## src/rtl/decoder_stream.sv

```systemverilog
// decoder_stream: index-to-word decoder with a DEPTH-entry output FIFO.
// Each accepted index is decoded (one-hot, or thermometer when the optional
// feature is built) and queued; out-of-range indices yield a zero word with
// an error flag and bump a saturating 8-bit counter.
// Optional feature: define DECODER_STREAM_THERMO_EN to enable thermometer
// decoding selected by recv_mode; otherwise recv_mode is ignored.
module decoder_stream #(
  parameter int M     = 3,
  parameter int N     = 2**M,
  parameter int DEPTH = 2
) (
  input  logic         clk,
  input  logic         reset,
  input  logic         recv_val,
  output logic         recv_rdy,
  input  logic [M-1:0] recv_msg,
  input  logic         recv_en,
  input  logic         recv_mode,
  output logic         send_val,
  input  logic         send_rdy,
  output logic [N-1:0] send_msg,
  output logic         send_err,
  output logic [7:0]   err_cnt
);

  localparam int PW = (DEPTH > 1) ? $clog2(DEPTH) : 1;
  localparam int CW = $clog2(DEPTH + 1);
  localparam logic [PW-1:0] PTR_LAST = PW'(DEPTH - 1);
  localparam logic [CW-1:0] CNT_FULL = CW'(DEPTH);
  localparam logic [M:0]    X_LIMIT  = (M + 1)'(N);

  logic [N-1:0]    mem_q [DEPTH];
  logic [DEPTH-1:0] err_mem_q;

  logic [PW-1:0] wr_ptr_q, wr_ptr_d;
  logic [PW-1:0] rd_ptr_q, rd_ptr_d;
  logic [CW-1:0] count_q, count_d;
  logic [7:0]    err_cnt_q, err_cnt_d;

  logic [N-1:0] dec_word;
  logic         dec_err;
  logic         push;
  logic         pop;

`ifndef DECODER_STREAM_THERMO_EN
  logic unused_recv_mode;
  assign unused_recv_mode = recv_mode;
`endif

  function automatic logic [PW-1:0] ptr_inc(input logic [PW-1:0] p);
    return (p == PTR_LAST) ? '0 : p + PW'(1);
  endfunction

  // Decode the incoming index into the word and error flag to be queued.
  always_comb begin
    dec_err  = recv_en && ({1'b0, recv_msg} >= X_LIMIT);
    dec_word = '0;
    if (recv_en && !dec_err) begin
      for (int unsigned i = 0; i < N; i++) begin
`ifdef DECODER_STREAM_THERMO_EN
        dec_word[i] = recv_mode ? (M'(i) <= recv_msg) : (M'(i) == recv_msg);
`else
        dec_word[i] = (M'(i) == recv_msg);
`endif
      end
    end
  end

  // Handshake and output view of the FIFO head; outputs are zero when empty.
  always_comb begin
    send_val = (count_q != '0);
    recv_rdy = reset && ((count_q != CNT_FULL) || send_rdy);
    push     = recv_val && recv_rdy;
    pop      = send_val && send_rdy;
    send_msg = send_val ? mem_q[rd_ptr_q] : '0;
    send_err = send_val && err_mem_q[rd_ptr_q];
    err_cnt  = err_cnt_q;
  end

  // Next-state for pointers, occupancy and the saturating error counter.
  always_comb begin
    wr_ptr_d  = push ? ptr_inc(wr_ptr_q) : wr_ptr_q;
    rd_ptr_d  = pop  ? ptr_inc(rd_ptr_q) : rd_ptr_q;
    count_d   = count_q;
    if (push && !pop) begin
      count_d = count_q + CW'(1);
    end else if (pop && !push) begin
      count_d = count_q - CW'(1);
    end
    err_cnt_d = err_cnt_q;
    if (push && dec_err && (err_cnt_q != 8'hFF)) begin
      err_cnt_d = err_cnt_q + 8'd1;
    end
  end

  // Control state; reset empties the FIFO and clears the error count.
  always_ff @(posedge clk or negedge reset) begin
    if (!reset) begin
      wr_ptr_q  <= '0;
      rd_ptr_q  <= '0;
      count_q   <= '0;
      err_cnt_q <= '0;
    end else begin
      wr_ptr_q  <= wr_ptr_d;
      rd_ptr_q  <= rd_ptr_d;
      count_q   <= count_d;
      err_cnt_q <= err_cnt_d;
    end
  end

  // Storage needs no reset: the head is only visible while the FIFO is non-empty.
  always_ff @(posedge clk) begin
    if (push) begin
      mem_q[wr_ptr_q]     <= dec_word;
      err_mem_q[wr_ptr_q] <= dec_err;
    end
  end

endmodule
```

## config.mk

```make
export PLATFORM = sky130hd
export DESIGN_NAME = decoder_stream
export DESIGN_NICKNAME = d
export VERILOG_FILES = /design/src/rtl/decoder_stream.sv
export SDC_FILE = /design/constraint.sdc
export NUM_CORES = 1
export LEC_CHECK = 0
export ABC_AREA = 1
export CORE_ASPECT_RATIO = 1.5
export CORE_MARGIN = 2
export CORE_UTILIZATION = 47
export DETAILED_ROUTE_END_ITERATION = 8
export GPL_TIMING_DRIVEN = 1
export HOLD_SLACK_MARGIN = 0.06
export MAX_ROUTING_LAYER = met4
export PLACE_DENSITY = 0.88
export SETUP_SLACK_MARGIN = 0.05
export SLEW_MARGIN = 20
export SYNTH_ARGS = -nofsm -noshare
export SYNTH_HDL_FRONTEND = slang
export SYNTH_SLANG_ARGS = --single-unit
```

## constraint.sdc

```tcl
create_clock -name clk -period 1.9 [get_ports clk]
set_input_delay 0.19 -clock clk [delete_from_list [all_inputs] [get_ports clk]]
set_output_delay 0.19 -clock clk [all_outputs]
set_load 0.02 [all_outputs]
```

# Yosys cells after proc, flatten, opt, wreduce, memory -nomap -nowiden
# Memory sizes are Yosys's and may differ from the RTL's.
# Cells that the tools add are included.
# word_totals
romBits	0
mem_bits_rw	16
inputBits	9
latchBits	0
regBits	6
mem_count	1
word_cells	47
output_inout_bits	19
# op_classes
shifts	0
n_eq_ne	8
div	0
n_reduce_logical	13
n_addsub	4
mux	12
mul	0
bitwise_logic	2
n_lt_le_gt_ge	3
# memory_table
name	words	word_bits	rd	rd_clocked_by_memory_dff	write_ports	line_no	rtl
mem_q	2	8	1	0	1	32	logic [N-1:0] mem_q [DEPTH];
# ops
op	n
8-bit two-way mux	2
3-bit == test, first input constant	4
1-bit logical AND	7
1-bit two-way mux	7
2-bit by 3-bit == test with 1-bit output, first input constant	2
1-bit by 2-bit < comparator with 1-bit output, second input constant	2
2-bit two-way mux	2
2-bit nonzero test	2
1-bit by 3-bit == test with 1-bit output, first input constant	1
3-bit logical NOT	1
1-bit adder, second input constant	2
2-bit by 1-bit adder with 2-bit output, second input constant	1
2-bit AND	1
1-bit logical NOT	2
2-bit inequality test, second input constant	1
2-bit NOT	1
2-bit by 1-bit subtractor with 2-bit output, second input constant	1
1-bit demux with 1-bit select	1
1-bit >= comparator, second input constant	1
1-bit logical OR	1

# Longest topological paths before layout
# Gate-level depths: netlist of run 1.
# logic_depth
depth_word	8
depth_mapped	10

# Least setup slack after synthesis of run 1
# OpenSTA, ideal clock, no wires.
# synth_path
kind	reg2reg
from	reg count_q[0]
to	mem mem_q[1][0] in the netlist's numbering, enable pin
path_slack_ps	474
stages_incl_launch_ff	5
t_arrival_ps	1055
required_time_ps	1530
path_buffers	0
period_less_slack_ps	1426
cell_sequence	dfrtp_1 > inv_1 > nand3_1 > nand3_2 > nor2_1
# synth_between
elab_chain_cells	6
# synth_lines
item	line_no	rtl
start, declared	37	logic [CW-1:0] count_q, count_d;
start signal, assigned	106	count_q <= count_d;
2-bit inequality test	72	recv_rdy = reset && ((count_q != CNT_FULL) || send_rdy);
1-bit logical OR	72	
1-bit logical AND	72	
1-bit logical AND	73	push = recv_val && recv_rdy;
1-bit two-way mux	113	if (push) begin
1-bit two-way mux (not written as such)	114	mem_q[wr_ptr_q] <= dec_word;
end, declared	32	
# No other way between the ends.

# Final worst setup path of run 1
# layout_path
from	reg count_q[1]
to	out send_val
# layout_between
elab_chain_cells	1
# layout_lines
item	line_no	rtl
2-bit nonzero test	71	send_val = (count_q != '0);
end, declared	19	output logic send_val,
# No other way between the ends.

==> flow_metrics.py, run 1 <==
metrics = {
    "drt": {
        "wire_per_inst_um": 11.3,
        "via_per_inst": 4.78,
        "drtIter0Drc": 25,
        "first_pass_iters": 4,
        "vias": 746,
        "drc": 0,
        "routed_wl_um": 1760,
        "ant_nets": 0,
    },
    "synthesis": {
        "ys_warn_count": 0,
        "synth_area_mm2": 0.00106,
        "post-synth-top-area-fraction_pct": 50.8,
        "postSynthAreaPerCell_um2": 9.86,
        "synth_area_leaders": "edfxtp_1 51%, nand2_1 11%, dfrtp_1 9.4%, buf_4 5.6%, inv_1 4.9%",
        "syn-instance-count": 108,
        "yosys.cell_types.count": 20,
        "synth_flop_cell": "edfxtp_1",
        "seq_area_frac_synth_pct": 60.2,
        "synth-edff-count": 18,
        "async_flop_share_pct": 18.2,
        "yosys.area.top_type": "edfxtp_1",
        "ys_seq_elements": 22,
    },
    "sta": {
        "setup_violations": 0,
        "clock.fmax_mhz": 581,
        "hold_viol": 0,
        "rsz0062_at_grt": "no",
        "holdWs_ns": 0.101,
        "tns_ns": 0,
        "skew_ns": 0.00251,
        "maxSlewViolCount": 0,
        "period_share_pct": 90.7,
        "fin_crit_ns": 1.72,
    },
    "power": {
        "combPwrFrac_pct": 45.4,
        "p_int_mw": 1.17,
        "p_leak_nw": 0.622,
        "seq_power_share_pct": 36.4,
        "irDropWorstVdd_mv": 0.805,
        "p_per_area_mw_per_mm2": 1410,
        "sw_frac_of_total_pct": 37.4,
        "clock_power_share_pct": 18.2,
        "p_sw_mw": 0.701,
    },
    "critical_path": {
        "arrival_ns": 1.53,
        "r2r_start": "count_q[0]",
        "timing.rr.end": "count_q[1]",
        "worst_ep_required_time_ns": 1.71,
        "crit_type": "register to output pin",
        "critPathCaptureType": "output pin",
        "r2r_setup_slack_ns": 0.33,
        "rr_worst_depth": 9,
        "cp-start-kind": "register",
        "cp_max_fo": 4,
    },
    "global_routing": {
        "grt_max_degree": 14,
        "antenna_found_initial": 0,
        "track_usage_pct": 15.1,
        "globalRouteOverflowTotal": 0,
        "grt_pass1_wl_um": 3030,
        "grt_pass1_vias": 734,
    },
    "flow_run": {
        "max_cap_violations": 0,
    },
    "hold_path": {
        "hp-class": "input pin to asynchronous set/reset pin",
    },
    "die": {
        "die_area_mm2": 0.00267,
        "fp.dieW_um": 42.9,
        "start_util_pct": 48.8,
        "core_area_mm2": 0.00218,
        "fp-row-count": 21,
        "io_pins": 28,
        "die-height_um": 62.3,
    },
    "cells_and_area": {
        "post-route-util_pct": 61.0,
        "final_cell_mix": "30 x nand2_1, 18 x edfxtp_1, 14 x inv_1",
        "final_nets": 144,
        "synthToLayoutAreaGrowth_pct": 24.9,
        "final_common_cell": "nand2_1",
        "num_antenna_cells": 0,
        "drive_above_1_share_pct": 11.3,
    },
    "clocking": {
        "cts_tree": "done",
        "clk_path_buf_depth": 2,
        "clock_latency_ns": 0.29,
        "clk_pin_slew_ns": 0.11,
        "cts_made_buffers": 3,
        "cts.sinks": 22,
        "h-tree-depth": 1,
        "cts-root-buf": "clkbuf_4",
    },
    "run_status": {
        "outcome": "finished clean",
    },
    "place": {
        "port_buffers": 18,
        "hpwl_um": 1350,
        "globalplace.congestion": 0.808,
    },
}
==> power groups by stage <==
| stage | combinational, mW | clock, mW | sequential [mW] |
|---|---|---|---|
| after CTS | 0.861 | 0.348 | 0.680 |
| after global routing | 0.934 | 0.371 | 0.693 |
| final | 0.851 | 0.342 | 0.682 |
| after global placement | 0.857 | 0 | 0.682 |
| after floorplan | 0.540 | 0 | 0.671 |
| after detailed placement | 0.884 | 0 | 0.688 |
==> per-stage QoR <==
step | cell area [um2] | power [mW] | worst slack, ns | cells
2_1_floorplan | 1090 | 1.21 | 0.474 | 115
6_report | 1330 | 1.87 | 0.177 | 156
3_3_place_gp | 1260 | 1.54 | 0.112 | 151
5_1_grt | 1330 | 2.00 | 0.112 | 156
4_1_cts | 1330 | 1.89 | 0.0807 | 156
3_5_place_dp | 1260 | 1.57 | 0.0915 | 151
==> synth_stat cells, types with 2 or more instances <==
master and number:
nand4_1 2, nand2_1 30, nand3_1 2, nor2_1 10, a21oi_1 9, inv_1 14
edfxtp_1 18, dfrtp_1 4, buf_4 8
==> cells by family after synthesis <==
family	count (synthesis)	share of synthesized area (%)
fa+ha+maj	1	1.17
flops	22	60.2
other cells	1	0.352
xor+xnor	2	2.35
simple gates	47	19.3
compound gates	10	4.70
buf+inv	25	12.0
==> cell type report <==
| type | count | area [um2] |
|---|---|---|
| clock buffer | 3 | 22.5 |
| clock inverter | 1 | 30.0 |
| fill | 187 | 851 |
| inverter | 16 | 62.6 |
| multi-input combinational | 68 | 323 |
| sequential | 22 | 642 |
| tap | 23 | 28.8 |
| timing repair buffer | 23 | 221 |
==> critical path: stages (launching register included) <==
cell             delay (ns)
dfrtp_1                0.46
nor2_4                 0.19
inv_4                  0.06
clkdlybuf4s50_1        0.53
==> per-layer routing <==
metal	global-route usage, %	wire, um
met5	-	0
met3	2.03	72
met1	17.1	728
met4	6.64	17
met2	25.9	942
==> registers in the layout, summed over array words and instances (netlist names) <==
| name | flops |
|---|---|
| err_mem_q | 2 |
| wr_ptr_q | 1 |
| count_q | 2 |
| rd_ptr_q | 1 |
| mem_q | 16 |
==> timing repair <==
action | in CTS | in global routing
buffers inserted | 1 | 0
pin swaps | 1 | 0
endpoints found under the setup margin | 11 | 1
resized for setup | 10 | 1
hold buffers | 0 | 0
==> worst max-delay path by stage <==
stage	start	to	cells past startpoint
3_5_place_dp	send_rdy	count_q[1]	10
6_report	count_q[1]	send_val	3
4_1_cts	count_q[0]	recv_rdy	5
2_1_floorplan	count_q[0]	mem_q[1][0]	4
5_1_grt	rd_ptr_q	send_msg[3]	4
3_3_place_gp	send_rdy	recv_rdy	6
Power figures use the tool's default switching activity.
==> run 2, diff against run 1 <==
Settings changed: CORE_MARGIN 2 to default.
==> run 2 against run 1 <==
First-iteration DRC count is 48% lower; sequential power is 0.7% lower; hold slack worse by 0.013 ns; maximum frequency is 3.4% lower; sequential cell count stayed put; clock power is 3% higher; critical path type unchanged.
==> flow_metrics.py, run 2 (synthesized netlist as in run 1, its figures left out) <==
metrics = {
    "critical_path": {
        "arrival_ns": 1.59,
        "critPathCaptureType": "output pin",
        "cp-start-kind": "register",
        "worst_ep_required_time_ns": 1.71,
        "crit_type": "register to output pin",
        "cp_max_fo": 5,
    },
    "drt": {
        "drc": 0,
        "routed_wl_um": 1830,
        "ant_nets": 0,
        "first_pass_iters": 4,
        "via_per_inst": 4.71,
        "wire_per_inst_um": 11.8,
        "vias": 735,
        "drtIter0Drc": 13,
    },
    "place": {
        "hpwl_um": 1380,
        "globalplace.congestion": 0.688,
        "port_buffers": 18,
        "pre_cts_ws_ns": 0.135,
    },
    "clocking": {
        "clk_path_buf_depth": 2,
        "cts_tree": "done",
        "cts.sinks": 22,
        "h-tree-depth": 1,
        "cts-root-buf": "clkbuf_4",
        "clock_latency_ns": 0.31,
        "cts_made_buffers": 3,
        "clk_pin_slew_ns": 0.12,
    },
    "cells_and_area": {
        "final_cell_mix": "30 x nand2_1, 18 x edfxtp_1, 14 x inv_1",
        "num_antenna_cells": 0,
        "synthToLayoutAreaGrowth_pct": 24.0,
        "drive_above_1_share_pct": 11.9,
        "top_regs": "mem_q (16), count_q (2), err_mem_q (2)",
        "largest_reg_flops": 16,
        "regMostFlops": "mem_q",
        "final_nets": 145,
        "final_common_cell": "nand2_1",
    },
    "sta": {
        "holdWs_ns": 0.0871,
        "clock.fmax_mhz": 561,
        "fin_crit_ns": 1.78,
        "tns_ns": 0,
        "setup_violations": 0,
        "skew_ns": 0.0116,
        "hold_viol": 0,
        "period_share_pct": 93.8,
        "layout_setup_ws_ns": 0.117,
        "maxSlewViolCount": 0,
        "rsz0062_at_grt": "no",
    },
    "flow_run": {
        "max_cap_violations": 0,
    },
    "power": {
        "p_leak_nw": 0.615,
        "total_power_mw": 1.85,
        "p_per_area_mw_per_mm2": 1400,
        "irDropWorstVdd_mv": 0.770,
    },
    "die": {
        "core_area_mm2": 0.00208,
        "io_pins": 28,
        "fp-row-count": 20,
        "die_area_mm2": 0.00246,
        "die-height_um": 60.3,
        "fp.dieW_um": 40.9,
        "start_util_pct": 51.3,
    },
    "hold_path": {
        "hp-class": "input pin to asynchronous set/reset pin",
    },
    "global_routing": {
        "track_usage_pct": 17.9,
        "grt_pass1_vias": 693,
        "grt_max_degree": 14,
        "globalRouteOverflowTotal": 0,
        "antenna_found_initial": 0,
        "grt_pass1_wl_um": 2790,
    },
    "run_status": {
        "outcome": "finished clean",
    },
}
==> run 2: what timing repair did <==
item	4_1_cts	5_1_grt
hold buffers	0	0
endpoints found under the setup margin	11	0
setup buffers	2	0
gates resized for setup	11	0
==> run 2: per-layer routing <==
layer / vias to the layer above / global-route usage, % / part of all wire (%)
met5: - / - / 0
met4: 0 / 12.9 / 3.1
met3: 5 / 1.12 / 3.0
met2: 22 / 32.1 / 56
met1: 331 / 16.0 / 38
li1: 377 / - / -
==> run 2: report_power, final <==
part | internal (mW) | switching, mW
logic | 0.317 | 0.508
clock network | 0.213 | 0.139
registers | 0.614 | 0.0631
==> run 2: through the flow <==
stage / area [um2] / utilization, % / cells
4_1_cts: 1320 / 63.6 / 156
5_1_grt: 1320 / 63.6 / 156
3_5_place_dp: 1260 / 60.8 / 150
2_1_floorplan: 1090 / - / 115
3_3_place_gp: 1260 / 60.8 / 150
6_report: 1320 / 63.6 / 156
==> run 2: worst paths after layout <==
path,from,endpoint,slack [ns],cells past startpoint
max in group asynchronous,reset,count_q[0],1.52,2
min in group clk,count_q[0],count_q[0],0.54,1
setup / recovery,count_q[1],send_val,0.12,3
hold / removal,reset,wr_ptr_q,0.09,1
hold reg to reg,count_q[0],count_q[0],0.54,1
setup reg to reg,count_q[0],count_q[1],0.36,9
==> run 2: worst max-delay path, stage by stage (launching register included) <==
cell	delay (ns)
dfrtp_1	0.46
nor2_4	0.22
inv_4	0.06
clkdlybuf4s50_1	0.53
==> run 2: area by class of cell <==
type / instances / area, um2
clock inverter: 1 / 30.0
inverter: 16 / 62.6
clock buffer: 3 / 22.5
sequential: 22 / 642
timing repair buffer: 24 / 213
multi-input combinational: 68 / 323
fill: 184 / 757
tap: 22 / 27.5
==> run 3, diff against run 2 <==
Settings changed: PLACE_DENSITY 0.88 to default, PLACE_DENSITY_LB_ADDON from default to 0.15.
==> run 3 against run 2 <==
Total power down 6.2%; non-clock buffer count unchanged; first-iteration DRC count up 23%; final cell count unchanged.
==> flow_metrics.py, run 3 (synthesized netlist as in run 1, its figures left out) <==
metrics = {
    "run_status": {
        "outcome": "finished clean",
    },
    "clocking": {
        "clk_path_buf_depth": 2,
        "cts-root-buf": "clkbuf_4",
        "clk_pin_slew_ns": 0.10,
        "h-tree-depth": 1,
        "cts.sinks": 22,
        "cts_tree": "done",
        "cts_made_buffers": 3,
        "clock_latency_ns": 0.29,
        "holdBufCountCts": 0,
    },
    "drt": {
        "ant_nets": 0,
        "first_pass_iters": 4,
        "via_per_inst": 4.78,
        "vias": 746,
        "wire_per_inst_um": 11.5,
        "routed_wl_um": 1790,
        "drtIter0Drc": 16,
        "drc": 0,
    },
    "die": {
        "fp-row-count": 20,
        "start_util_pct": 51.3,
        "fp.dieW_um": 40.9,
        "io_pins": 28,
        "die-height_um": 60.3,
        "die_area_mm2": 0.00246,
        "core_area_mm2": 0.00208,
    },
    "sta": {
        "tns_ns": 0,
        "layout_setup_ws_ns": 0.183,
        "fin_crit_ns": 1.72,
        "hold_viol": 0,
        "period_share_pct": 90.4,
        "skew_ns": 0.00460,
        "rsz0062_at_grt": "no",
        "setup_violations": 0,
        "maxSlewViolCount": 0,
        "clock.fmax_mhz": 582,
    },
    "place": {
        "port_buffers": 18,
        "place_area_mm2": 0.00127,
        "placed_cells": 151,
        "hpwl_um": 1390,
        "globalplace.congestion": 0.691,
        "pre_cts_ws_ns": 0.133,
    },
    "power": {
        "combPwrFrac_pct": 49.6,
        "p_leak_nw": 0.623,
        "clock_power_share_pct": 11.4,
        "p_int_mw": 1.04,
        "p_sw_mw": 0.694,
        "irDropWorstVdd_mv": 0.789,
        "p_per_area_mw_per_mm2": 1320,
        "seq_power_share_pct": 39.0,
        "sw_frac_of_total_pct": 39.9,
        "total_power_mw": 1.74,
    },
    "cells_and_area": {
        "largest_reg_flops": 16,
        "regMostFlops": "mem_q",
        "final_cells": 156,
        "num_antenna_cells": 0,
        "design_area_mm2": 0.00131,
        "top_regs": "mem_q (16), count_q (2), err_mem_q (2)",
        "synthToLayoutAreaGrowth_pct": 23.4,
        "final_cell_mix": "30 x nand2_1, 18 x edfxtp_1, 14 x inv_1",
        "final_common_cell": "nand2_1",
        "drive_above_1_share_pct": 11.2,
        "final_nets": 145,
    },
    "critical_path": {
        "cp_max_fo": 4,
        "worst_ep_required_time_ns": 1.71,
        "r2r_start": "count_q[0]",
        "crit_type": "register to output pin",
        "r2r_setup_slack_ns": 0.36,
        "cp-start-kind": "register",
        "rr_worst_depth": 9,
        "cp-startpoint": "count_q[1]",
        "critPathCaptureType": "output pin",
        "arrival_ns": 1.53,
        "cp-endpoint": "send_val",
        "timing.rr.end": "count_q[1]",
    },
    "global_routing": {
        "track_usage_pct": 18.1,
        "grt_pass1_vias": 693,
        "grt_max_degree": 13,
        "antenna_found_initial": 0,
        "globalRouteOverflowTotal": 0,
        "grt_pass1_wl_um": 2800,
    },
    "hold_path": {
        "hp-class": "input pin to asynchronous set/reset pin",
    },
    "flow_run": {
        "max_cap_violations": 0,
    },
}
==> run 3: changes by cell type in the layout (fill, tap and decap cells not counted), sizes merged <==
cell          change
dlymetal6s2s      +2
dlygate4sd2       -2
bufinv            -1
clkinv            +1
==> run 3: per-stage QoR <==
stage / hold slack (ns) / utilization (%)
floorplan: -0.106 / -
global placement: 0.422 / 61.2
detailed placement: 0.425 / 61.2
CTS: 0.109 / 63.0
global route: 0.0953 / 63.3
finish: 0.109 / 63.3
==> run 3: routing by layer <==
layer | track usage, % | up-vias | routed length [um]
met5 | - | - | 0
met4 | 8.57 | 0 | 21
met3 | 3.35 | 2 | 82
met2 | 32.1 | 20 | 1020
met1 | 17.1 | 345 | 672
li1 | - | 379 | -
==> run 3: worst min path at each step <==
stage / to / slack [ns]
6_report: count_q[1] / 0.11
5_1_grt: count_q[1] / 0.1
4_1_cts: count_q[1] / 0.11
3_5_place_dp: count_q[0] / 0.43
3_3_place_gp: count_q[1] / 0.42
2_1_floorplan: count_q[0] / -0.11
==> run 3: power groups by stage <==
stage	Combinational (mW)	Sequential, mW	Clock [mW]
2_1_floorplan	0.540	0.671	0
3_3_place_gp	0.884	0.680	0
3_5_place_dp	0.892	0.685	0
4_1_cts	0.880	0.676	0.205
5_1_grt	0.940	0.686	0.226
6_report	0.862	0.678	0.198
==> run 3: cell type report <==
type	count	area [um2]
clock buffers	3	22.5
clock inverters	1	3.75
fillers	173	763
inverters	16	62.6
multi-input cells	68	323
flip-flops and latches	22	642
well taps	22	27.5
repair buffers	24	233
==> run 3: critical path, stage by stage, from the launching register on <==
cell and delay, ns:
dfrtp_1 0.45, nor2_4 0.20, inv_4 0.06, clkdlybuf4s50_1 0.53
==> run 3: timing repair <==
item                                    CTS  global route
buffers inserted                          1             0
endpoints found under the setup margin   11             2
pin swaps                                 1             0
gates resized for setup                   9             2
